==> config.mk <==
export PLATFORM = sky130hd
export DESIGN_NAME = carregador_programa
export DESIGN_NICKNAME = d
export VERILOG_FILES = /design/src/rtl/carregador_programa.sv
export SDC_FILE = /design/constraint.sdc
export NUM_CORES = 1
export LEC_CHECK = 0
export ABC_AREA = 1
export BUFFER_PORTS_ARGS = -buffer_cell sky130_fd_sc_hd__buf_2
export CAP_MARGIN = 0
export CELL_PAD_IN_SITES_DETAIL_PLACEMENT = 0
export CELL_PAD_IN_SITES_GLOBAL_PLACEMENT = 1
export CORE_AREA = 5 5 124 126
export DETAILED_ROUTE_END_ITERATION = 7
export DIE_AREA = 0 0 129 131
export PLACE_DENSITY_LB_ADDON = 0.12
export SLEW_MARGIN = 20
export SYNTH_ARGS = -nofsm -noshare
export SYNTH_HDL_FRONTEND = slang
export SYNTH_SLANG_ARGS = --single-unit
export TNS_END_PERCENT = 30
==> constraint.sdc <==
create_clock -name clk -period 5.9 [get_ports clk]
set_input_delay 0.295 -clock clk [delete_from_list [all_inputs] [get_ports clk]]
set_output_delay 0.295 -clock clk [all_outputs]
set_load 0.01 [all_outputs]
==> src/rtl/carregador_programa.sv <==
// Boot-time program loader: length-prefixed byte stream -> big-endian 32-bit words
// written to program memory from address 0. Optional trailing XOR checksum: CARREGADOR_CHECKSUM_EN.
module carregador_programa #(
  parameter int ADDR_W = 10
) (
  input  logic              clk,
  input  logic              reset,
  input  logic              start,
  input  logic [7:0]        byte_in,
  input  logic              byte_valid,
  output logic              byte_ready,
  output logic [31:0]       mp_data,
  output logic [31:0]       mp_addr,
  output logic              mp_wr,
  output logic              cpu_hold,
  output logic              done,
  output logic              error,
  output logic [ADDR_W:0]   words_loaded
);

  typedef enum logic [2:0] {IDLE, LEN_HI, LEN_LO, DATA, WRITE, CHECK, DONE, ERR} state_t;

  // Where the load goes once the last word (or an empty image) is through
`ifdef CARREGADOR_CHECKSUM_EN
  localparam state_t FINISH = CHECK;
`else
  localparam state_t FINISH = DONE;
`endif

  state_t             state, state_nx;
  logic [7:0]         len_hi;
  logic [15:0]        len;
  logic [31:0]        word;
  logic [1:0]         byte_cnt;
  logic               accept;
  logic               last_word;
  logic [15:0]        len_cat;
  logic [ADDR_W:0]    wl_inc;
`ifdef CARREGADOR_CHECKSUM_EN
  logic [7:0]         chk;
`endif

  assign accept    = byte_valid & byte_ready;
  assign len_cat   = {len_hi, byte_in};
  assign wl_inc    = words_loaded + (ADDR_W+1)'(1);
  assign last_word = 32'(wl_inc) == 32'(len);

  always_ff @(posedge clk or posedge reset) begin
    if (reset) state <= IDLE;
    else       state <= state_nx;
  end

  always_comb begin
    state_nx   = state;
    byte_ready = 1'b0;
    case (state)
      IDLE, DONE, ERR: if (start) state_nx = LEN_HI;
      LEN_HI: begin
        byte_ready = 1'b1;
        if (byte_valid) state_nx = LEN_LO;
      end
      LEN_LO: begin
        byte_ready = 1'b1;
        if (byte_valid) begin
          if (32'(len_cat) > (32'd1 << ADDR_W)) state_nx = ERR;
          else if (len_cat == 16'd0)            state_nx = FINISH;
          else                                  state_nx = DATA;
        end
      end
      DATA: begin
        byte_ready = 1'b1;
        if (byte_valid && byte_cnt == 2'd3) state_nx = WRITE;
      end
      WRITE: state_nx = last_word ? FINISH : DATA;
`ifdef CARREGADOR_CHECKSUM_EN
      CHECK: begin
        byte_ready = 1'b1;
        if (byte_valid) state_nx = (byte_in == chk) ? DONE : ERR;
      end
`endif
      default: state_nx = IDLE;
    endcase
  end

  // Status outputs are registered off the next state so they line up with it
  always_ff @(posedge clk or posedge reset) begin
    if (reset) begin
      len_hi       <= '0;
      len          <= '0;
      word         <= '0;
      byte_cnt     <= '0;
      mp_data      <= '0;
      mp_addr      <= '0;
      mp_wr        <= 1'b0;
      cpu_hold     <= 1'b1;
      done         <= 1'b0;
      error        <= 1'b0;
      words_loaded <= '0;
`ifdef CARREGADOR_CHECKSUM_EN
      chk          <= '0;
`endif
    end else begin
      mp_wr    <= (state_nx == WRITE);
      done     <= (state_nx == DONE);
      error    <= (state_nx == ERR);
      cpu_hold <= (state_nx != DONE);
      case (state)
        IDLE, DONE, ERR: if (start) begin
          words_loaded <= '0;
          byte_cnt     <= '0;
`ifdef CARREGADOR_CHECKSUM_EN
          chk          <= '0;
`endif
        end
        LEN_HI: if (accept) len_hi <= byte_in;
        LEN_LO: if (accept) len <= len_cat;
        DATA: if (accept) begin
          word     <= {word[23:0], byte_in};
          byte_cnt <= byte_cnt + 2'd1;
`ifdef CARREGADOR_CHECKSUM_EN
          chk      <= chk ^ byte_in;
`endif
          // Capture the completed word so it is stable through the WRITE cycle
          if (byte_cnt == 2'd3) begin
            mp_data <= {word[23:0], byte_in};
            mp_addr <= 32'(words_loaded[ADDR_W-1:0]);
          end
        end
        WRITE: words_loaded <= wl_inc;
        default: ;
      endcase
    end
  end

endmodule

Word level (Yosys, flattened, before mapping)
Cells that the tools add are included.
{"block": "op_classes", "addsub": 2, "magnitude_cmp": 1, "n_eq_ne": 14, "mux": 14, "bitwise": 1, "n_reduce_logical": 13}
{"operator": "$pmux W11 S2", "count": 1}
{"operator": "$mux W3", "count": 7}
{"operator": "$eq A3 B3 Y1 const B", "count": 6}
{"operator": "$eq A11 B16 Y1", "count": 1}
{"operator": "$gt A16 B11 Y1 const B", "count": 1}
{"operator": "$logic_not A16 Y1", "count": 1}
{"operator": "$pmux W3 S5", "count": 1}
{"operator": "$add A11 B1 Y11 const B", "count": 1}
{"operator": "$mux W11", "count": 1}
{"operator": "$reduce_and A2 Y1", "count": 4}
{"operator": "$eq A3 B2 Y1 const B", "count": 2}
{"operator": "$reduce_and A3 Y1", "count": 2}
{"operator": "$reduce_or A3 Y1", "count": 2}
{"operator": "$mux W2", "count": 2}
{"operator": "$ne A2 B2 Y1 const B", "count": 2}
{"operator": "$pmux W2 S2", "count": 1}
{"operator": "$reduce_bool A2 Y1", "count": 2}
{"operator": "$eq A3 B1 Y1 const B", "count": 1}
{"operator": "$logic_not A3 Y1", "count": 1}
{"operator": "$ne A3 B3 Y1 const B", "count": 1}
{"operator": "$add A2 B1 Y2 const B", "count": 1}
{"operator": "$eq A2 B2 Y1 const B", "count": 1}
{"operator": "$and A1 B1 Y1", "count": 1}
{"operator": "$logic_and A1 B1 Y1", "count": 1}
{"operator": "$mux W1", "count": 1}
{"block": "totals", "regBits": 110, "input_bits": 12, "out_inout_bits": 80, "wordCells": 57}

Depth between registers and ports, before layout
{"block": "logic_depth", "ltp_word": 6, "depth_mapped": 13}

Least setup slack after synthesis
OpenSTA, ideal clock, no wires.
{"block": "synth_timing", "path_type": "reg2reg", "from": "register words_loaded[1]", "to": "register error", "setup_time_ns": 0.122, "arrival_time_ns": 1.605, "required_ns": 5.778, "path_slack_ns": 4.173, "stages_incl_launch_ff": 13, "synth_period_minus_slack_ns": 1.727, "cell_sequence": "dfrtp_1 ha_1 nand2_2 nor2_4 nand2_1 nand2_1 nand2_1 nand2_1 nand2_1 nor2_2 nand3_1 a21oi_1 nor2_1"}
{"block": "synth_between", "elab_chain_cells": 5}
{"item": "start, declared", "line": "18", "source": "output logic [ADDR_W:0] words_loaded"}
{"item": "start signal, assigned", "line": "129", "source": "WRITE: words_loaded <= wl_inc;"}
{"item": "$add A11 B1 Y11", "line": "45", "source": "assign wl_inc = words_loaded + (ADDR_W+1)'(1);"}
{"item": "$eq A11 B16 Y1", "line": "46", "source": "assign last_word = 32'(wl_inc) == 32'(len);"}
{"item": "$mux W3", "line": "74", "source": "WRITE: state_nx = last_word ? FINISH : DATA;"}
{"item": "$pmux W3 S5", "line": "56", "source": "case (state)"}
{"item": "$eq A3 B3 Y1", "line": "105", "source": "error <= (state_nx == ERR);"}
{"item": "end signal, assigned", "line": "105"}
{"item": "end, declared", "line": "17", "source": "output logic error,"}
Every way passes these cells.
A chain may end at the register's enable or synchronous reset.

Final worst setup path
{"block": "layout_timing", "from": "register state[0]", "to": "register mp_data[13]"}
{"block": "layout_between", "elab_chain_cells": 5, "elab_cells_between_ends": 7, "classes_between": "3 x eq/ne; 1 x mux; 1 x bitwise; 2 x reduce/logical"}
{"item": "start, declared", "line": "30", "source": "state_t state, state_nx;"}
{"item": "start signal, assigned", "line": "50", "source": "else state <= state_nx;"}
{"item": "$eq A3 B2 Y1 (tied with other cells)", "line": "56, 107"}
{"item": "$reduce_or A3 Y1 (no line)"}
{"item": "$mux W1", "line": "56"}
{"item": "$and A1 B1 Y1", "line": "43", "source": "assign accept = byte_valid & byte_ready;"}
{"item": "$reduce_and A3 Y1 (no line) (*)"}
{"item": "end signal, assigned", "line": "125", "source": "mp_data <= {word[23:0], byte_in};"}
{"item": "end, declared", "line": "12", "source": "output logic [31:0] mp_data,"}
Every way passes the cells marked *; elsewhere a longest branch is shown, timed or not.

==> impl_results.html <==
<table>
<tr><th>Metric</th><th>Value</th></tr>
<tr><th colspan="2">Synthesis</th></tr>
<tr><td>Synthesized-area fraction occupied by and/or/nand/nor cells</td><td>20.46%</td></tr>
<tr><td>Mux share of post-synthesis cell area</td><td>0%</td></tr>
<tr><td>Combinational family with the most area after synthesis</td><td>simple AND/OR/NAND/NOR gates</td></tr>
<tr><td>Total of flip-flops plus latches after synthesis</td><td>110</td></tr>
<tr><td>Share of synthesized area occupied by flip-flops and latches</td><td>56.64%</td></tr>
<tr><td>Syn. warnings</td><td>0</td></tr>
<tr><td>Netlist cell types</td><td>30</td></tr>
<tr><td>Cell count after synthesis</td><td>568</td></tr>
<tr><td>Compound-gate portion of the synthesized area</td><td>11.53%</td></tr>
<tr><td>Average instance area after synthesis</td><td>8.560 um^2</td></tr>
<tr><td>Area of the mapped netlist</td><td>4862 um^2</td></tr>
<tr><td>Synth Area in Adders</td><td>0.5147%</td></tr>
<tr><td>Xor and xnor fraction of the mapped netlist area</td><td>0.1801%</td></tr>
<tr><th colspan="2">STA</th></tr>
<tr><td>Final hold violations</td><td>0</td></tr>
<tr><td>Final-layout setup total negative slack</td><td>0 ns</td></tr>
<tr><td>Unrepaired setup endpoints after global routing</td><td>no</td></tr>
<tr><td>Maximum clock frequency</td><td>342.0 MHz</td></tr>
<tr><td>Final Cycle Share</td><td>49.57%</td></tr>
<tr><td>Tmin final</td><td>2.924 ns</td></tr>
<tr><td>Clock Skews</td><td>0.008248 ns</td></tr>
<tr><td>Final max-slew violation count</td><td>0</td></tr>
<tr><td>Slew HR</td><td>35.76%</td></tr>
<tr><td>Tightest Pin Transition</td><td>0.9612 ns</td></tr>
<tr><td># setup viols final</td><td>0</td></tr>
<tr><th colspan="2">Placement</th></tr>
<tr><td>DP HPWL</td><td>8412 um</td></tr>
<tr><td>Final weighted congestion in routability-driven placement</td><td>0.7549</td></tr>
<tr><td>Instance count after placement with tap cells included</td><td>804</td></tr>
<tr><td>IO Port Bufs</td><td>69</td></tr>
<tr><th colspan="2">Global route</th></tr>
<tr><td>Vias in the first global route</td><td>3621</td></tr>
<tr><td>Largest net degree at the start of global routing</td><td>65</td></tr>
<tr><td>GRT Resource Usage Total</td><td>14.39%</td></tr>
<tr><td>Antenna violations before repair</td><td>0</td></tr>
<tr><td>Total gr overflow</td><td>0</td></tr>
<tr><td>Global-route wire length before repair</td><td>18950 um</td></tr>
<tr><th colspan="2">Critical path</th></tr>
<tr><td>Worst-path fanout max</td><td>64</td></tr>
<tr><td>Sort of element at the end of the critical path</td><td>flop</td></tr>
<tr><td>Slowest stage cell on the critical path</td><td>nor2_4</td></tr>
<tr><td>Required time of the critical path</td><td>6.11 ns</td></tr>
<tr><td>Crit-path max cell delay</td><td>0.72 ns</td></tr>
<tr><td>Cell seen most often among critical-path stages</td><td>inv_2</td></tr>
<tr><td>Crit Path Category</td><td>reg -&gt; reg</td></tr>
<tr><td>Cell breakdown of the critical path</td><td>inv_1, nor2_1, inv_2, nor2_2, inv_2, nor2_4, nand2_2, buf_4, nand2_1, o21ai_1</td></tr>
<tr><td>Arrival time reported for the critical path endpoint</td><td>3.14 ns</td></tr>
<tr><td>Category of the worst setup path launch point</td><td>flop</td></tr>
<tr><th colspan="2">Worst hold path</th></tr>
<tr><td>Class of the tightest hold or removal check</td><td>in -&gt; async</td></tr>
<tr><th colspan="2">Route</th></tr>
<tr><td>Detail Route Antenna Nets</td><td>0</td></tr>
<tr><td>First-iteration detailed-routing DRC count</td><td>201</td></tr>
<tr><td>Detailed Route WL</td><td>11500 um</td></tr>
<tr><td>WL/cell</td><td>14.03 um</td></tr>
<tr><td>Total via count in the routed design</td><td>3657</td></tr>
<tr><td>Total iterations of the first detailed-routing run</td><td>4</td></tr>
<tr><td>Vias per cell</td><td>4.460</td></tr>
<tr><td>Number of design rule violations left after detail routing</td><td>0</td></tr>
<tr><th colspan="2">Finish</th></tr>
<tr><td>Fraction of final layout cells with drive strength greater than 1</td><td>16.67%</td></tr>
<tr><td>Final Net Count</td><td>645</td></tr>
<tr><td>Number of standard cells in the layout, taps in and fillers out</td><td>820</td></tr>
<tr><td>Signed area change from the synthesized netlist to the final layout</td><td>15.11%</td></tr>
<tr><td>Filler cells</td><td>1445</td></tr>
<tr><td>Inserted Diodes</td><td>0</td></tr>
<tr><th colspan="2">Die</th></tr>
<tr><td>Number of rows in the core area</td><td>44</td></tr>
<tr><td>I/O pin cnt</td><td>92</td></tr>
<tr><td>Vertical extent of the die</td><td>131 um</td></tr>
<tr><td>Die area</td><td>16900 um^2</td></tr>
<tr><td>Initial core utilization</td><td>34.23%</td></tr>
<tr><td>Die X</td><td>129 um</td></tr>
<tr><td>Placeable Area</td><td>14200 um^2</td></tr>
<tr><th colspan="2">Power</th></tr>
<tr><td>Power Dens Cells</td><td>472.2 nW/um^2</td></tr>
<tr><td>Max VDD drop</td><td>164.9 uV</td></tr>
<tr><td>Leakage power total</td><td>0.002874 uW</td></tr>
<tr><th colspan="2">Clock tree</th></tr>
<tr><td>Clock tree buffer depth</td><td>2</td></tr>
<tr><td>Count of hold buffers inserted by post-cts repair</td><td>0</td></tr>
<tr><td>Post-CTS sizing</td><td>0</td></tr>
<tr><td>CTS tree</td><td>done</td></tr>
<tr><td>Clock root cell</td><td>clkbuf_16</td></tr>
<tr><td>Depth of the CTS H-tree</td><td>3</td></tr>
<tr><td>CTS Sinks</td><td>110</td></tr>
<tr><td>Clk slew on worst S/H paths</td><td>0.08 ns</td></tr>
<tr><td>Insertion delay of the later-clocked pin in the worst-skew pair</td><td>0.35 ns</td></tr>
<tr><td>Setup repair bufs after CTS</td><td>0</td></tr>
<tr><td>Total CTS buffers</td><td>9</td></tr>
<tr><th colspan="2">Job</th></tr>
<tr><td>Reported max-cap violation count</td><td>0</td></tr>
<tr><th colspan="2">Status</th></tr>
<tr><td>Result of the run</td><td>complete, no violations</td></tr>
</table>
-- state kept, by name (all words and copies together) (netlist names) --
name          count
state             3
mp_wr             1
len_hi            8
error             1
cpu_hold          1
mp_addr          10
words_loaded     11
mp_data          32
byte_cnt          2
word             24
done              1
len              16
-- cell type report --
| type | count | area [um^2] | share of cell area (%) |
|---|---|---|---|
| clock buffer | 9 | 225.2 | 4.024 |
| clock inverter | 7 | 86.33 | 1.543 |
| inverter | 69 | 261.5 | 4.672 |
| multi-input combinational | 369 | 1672 | 29.87 |
| sequential | 110 | 2754 | 49.21 |
| tap | 184 | 230.2 | 4.114 |
| timing repair buffer | 72 | 367.9 | 6.573 |
-- final timing paths --
path | slack (ns) | endpoint | cells past startpoint | startpoint
worst max-delay path | 2.98 | mp_data[13] | 10 | state[0]
worst min-delay path | 0.05 | mp_addr[1] | 2 | reset
worst max register to register | 2.98 | mp_data[13] | 10 | state[0]
worst min register to register | 0.47 | byte_cnt[0] | 1 | byte_cnt[0]
max in group asynchronous | 4.64 | mp_data[12] | 3 | reset
min in group clk | 0.18 | word[2] | 3 | byte_in[2]
-- Yosys cell counts --
library cell / number / area (um^2)
nand2_1: 168 / 630.6
dfrtp_1: 109 / 2728
inv_1: 67 / 251.5
o21ai_0: 54 / 270.3
o21ai_1: 41 / 205.2
nor2_1: 24 / 90.09
buf_4: 22 / 165.2
nand3_1: 18 / 90.09
clkbuf_1: 11 / 41.29
nand4_1: 6 / 37.54
o22ai_1: 6 / 37.54
a21oi_1: 5 / 25.02
nor2_2: 5 / 31.28
buf_2: 4 / 20.02
nand2_2: 3 / 18.77
nand3b_1: 3 / 22.52
nor2_4: 3 / 33.78
buf_1: 2 / 7.510
buf_6: 2 / 22.52
ha_1: 2 / 25.02
inv_2: 2 / 7.510
nand3_2: 2 / 20.02
nor3_1: 2 / 10.01
a22oi_1: 1 / 7.510
conb_1: 1 / 3.750
dfstp_2: 1 / 26.28
nor3_2: 1 / 10.01
o211ai_1: 1 / 7.510
o21bai_1: 1 / 7.510
xor2_1: 1 / 8.760
-- cell families after synthesis --
| group | after synthesis |
|---|---|
| other | 1 |
| adders and majority gates | 2 |
| AOI/OAI and AO/OA | 109 |
| and+or+nand+nor | 235 |
| buffers and inverters | 110 |
| xor gates and xnor gates | 1 |
| DFF | 110 |
-- critical path, delay by kind of cell, from the launching register on --
| kind | cells | cell delay (ns) |
|---|---|---|
| buf+inv | 4 | 0.65 |
| compound gates | 1 | 0.07 |
| flops | 1 | 0.43 |
| simple gates | 5 | 1.57 |
-- where the power goes --
part	switching, uW	internal (uW)	leakage, uW	total, uW
logic	525	285	0.00127	810
registers	164	1030	0.00144	1190
clock network	300	341	0.000156	641
-- layout by cell type (no fill, tap or decap), types with 9 or more instances in the layout --
cell type	instances
nand2_1	168
nand3_1	18
dfrtp_1	109
clkbuf_16	9
inv_1	66
conb_1	22
o21ai_0	54
buf_2	69
o21ai_1	41
nor2_1	24
-- per-stage QoR --
stage	hold WS (ns)	setup WS [ns]	power [uW]	cell area [um^2]	utilization, %
2_1_floorplan	0.4160	2.704	1737	4941	-
4_1_cts	0.06921	2.939	2693	5597	39.40
5_1_grt	0.1279	2.622	2870	5597	39.40
3_5_place_dp	0.4593	2.950	2035	5285	37.21
3_3_place_gp	0.4582	3.031	2023	5285	37.21
6_report	0.05413	2.976	2643	5597	39.40
-- routing by layer --
layer	vias to the layer above	global-route usage (%)	routed length (um)
li1	1877	-	-
met2	85	22.23	5066
met4	0	5.559	212
met3	15	2.724	545
met5	-	0	0
met1	1680	20.09	5676
Note: power is estimated with default switching activity, not from simulation.
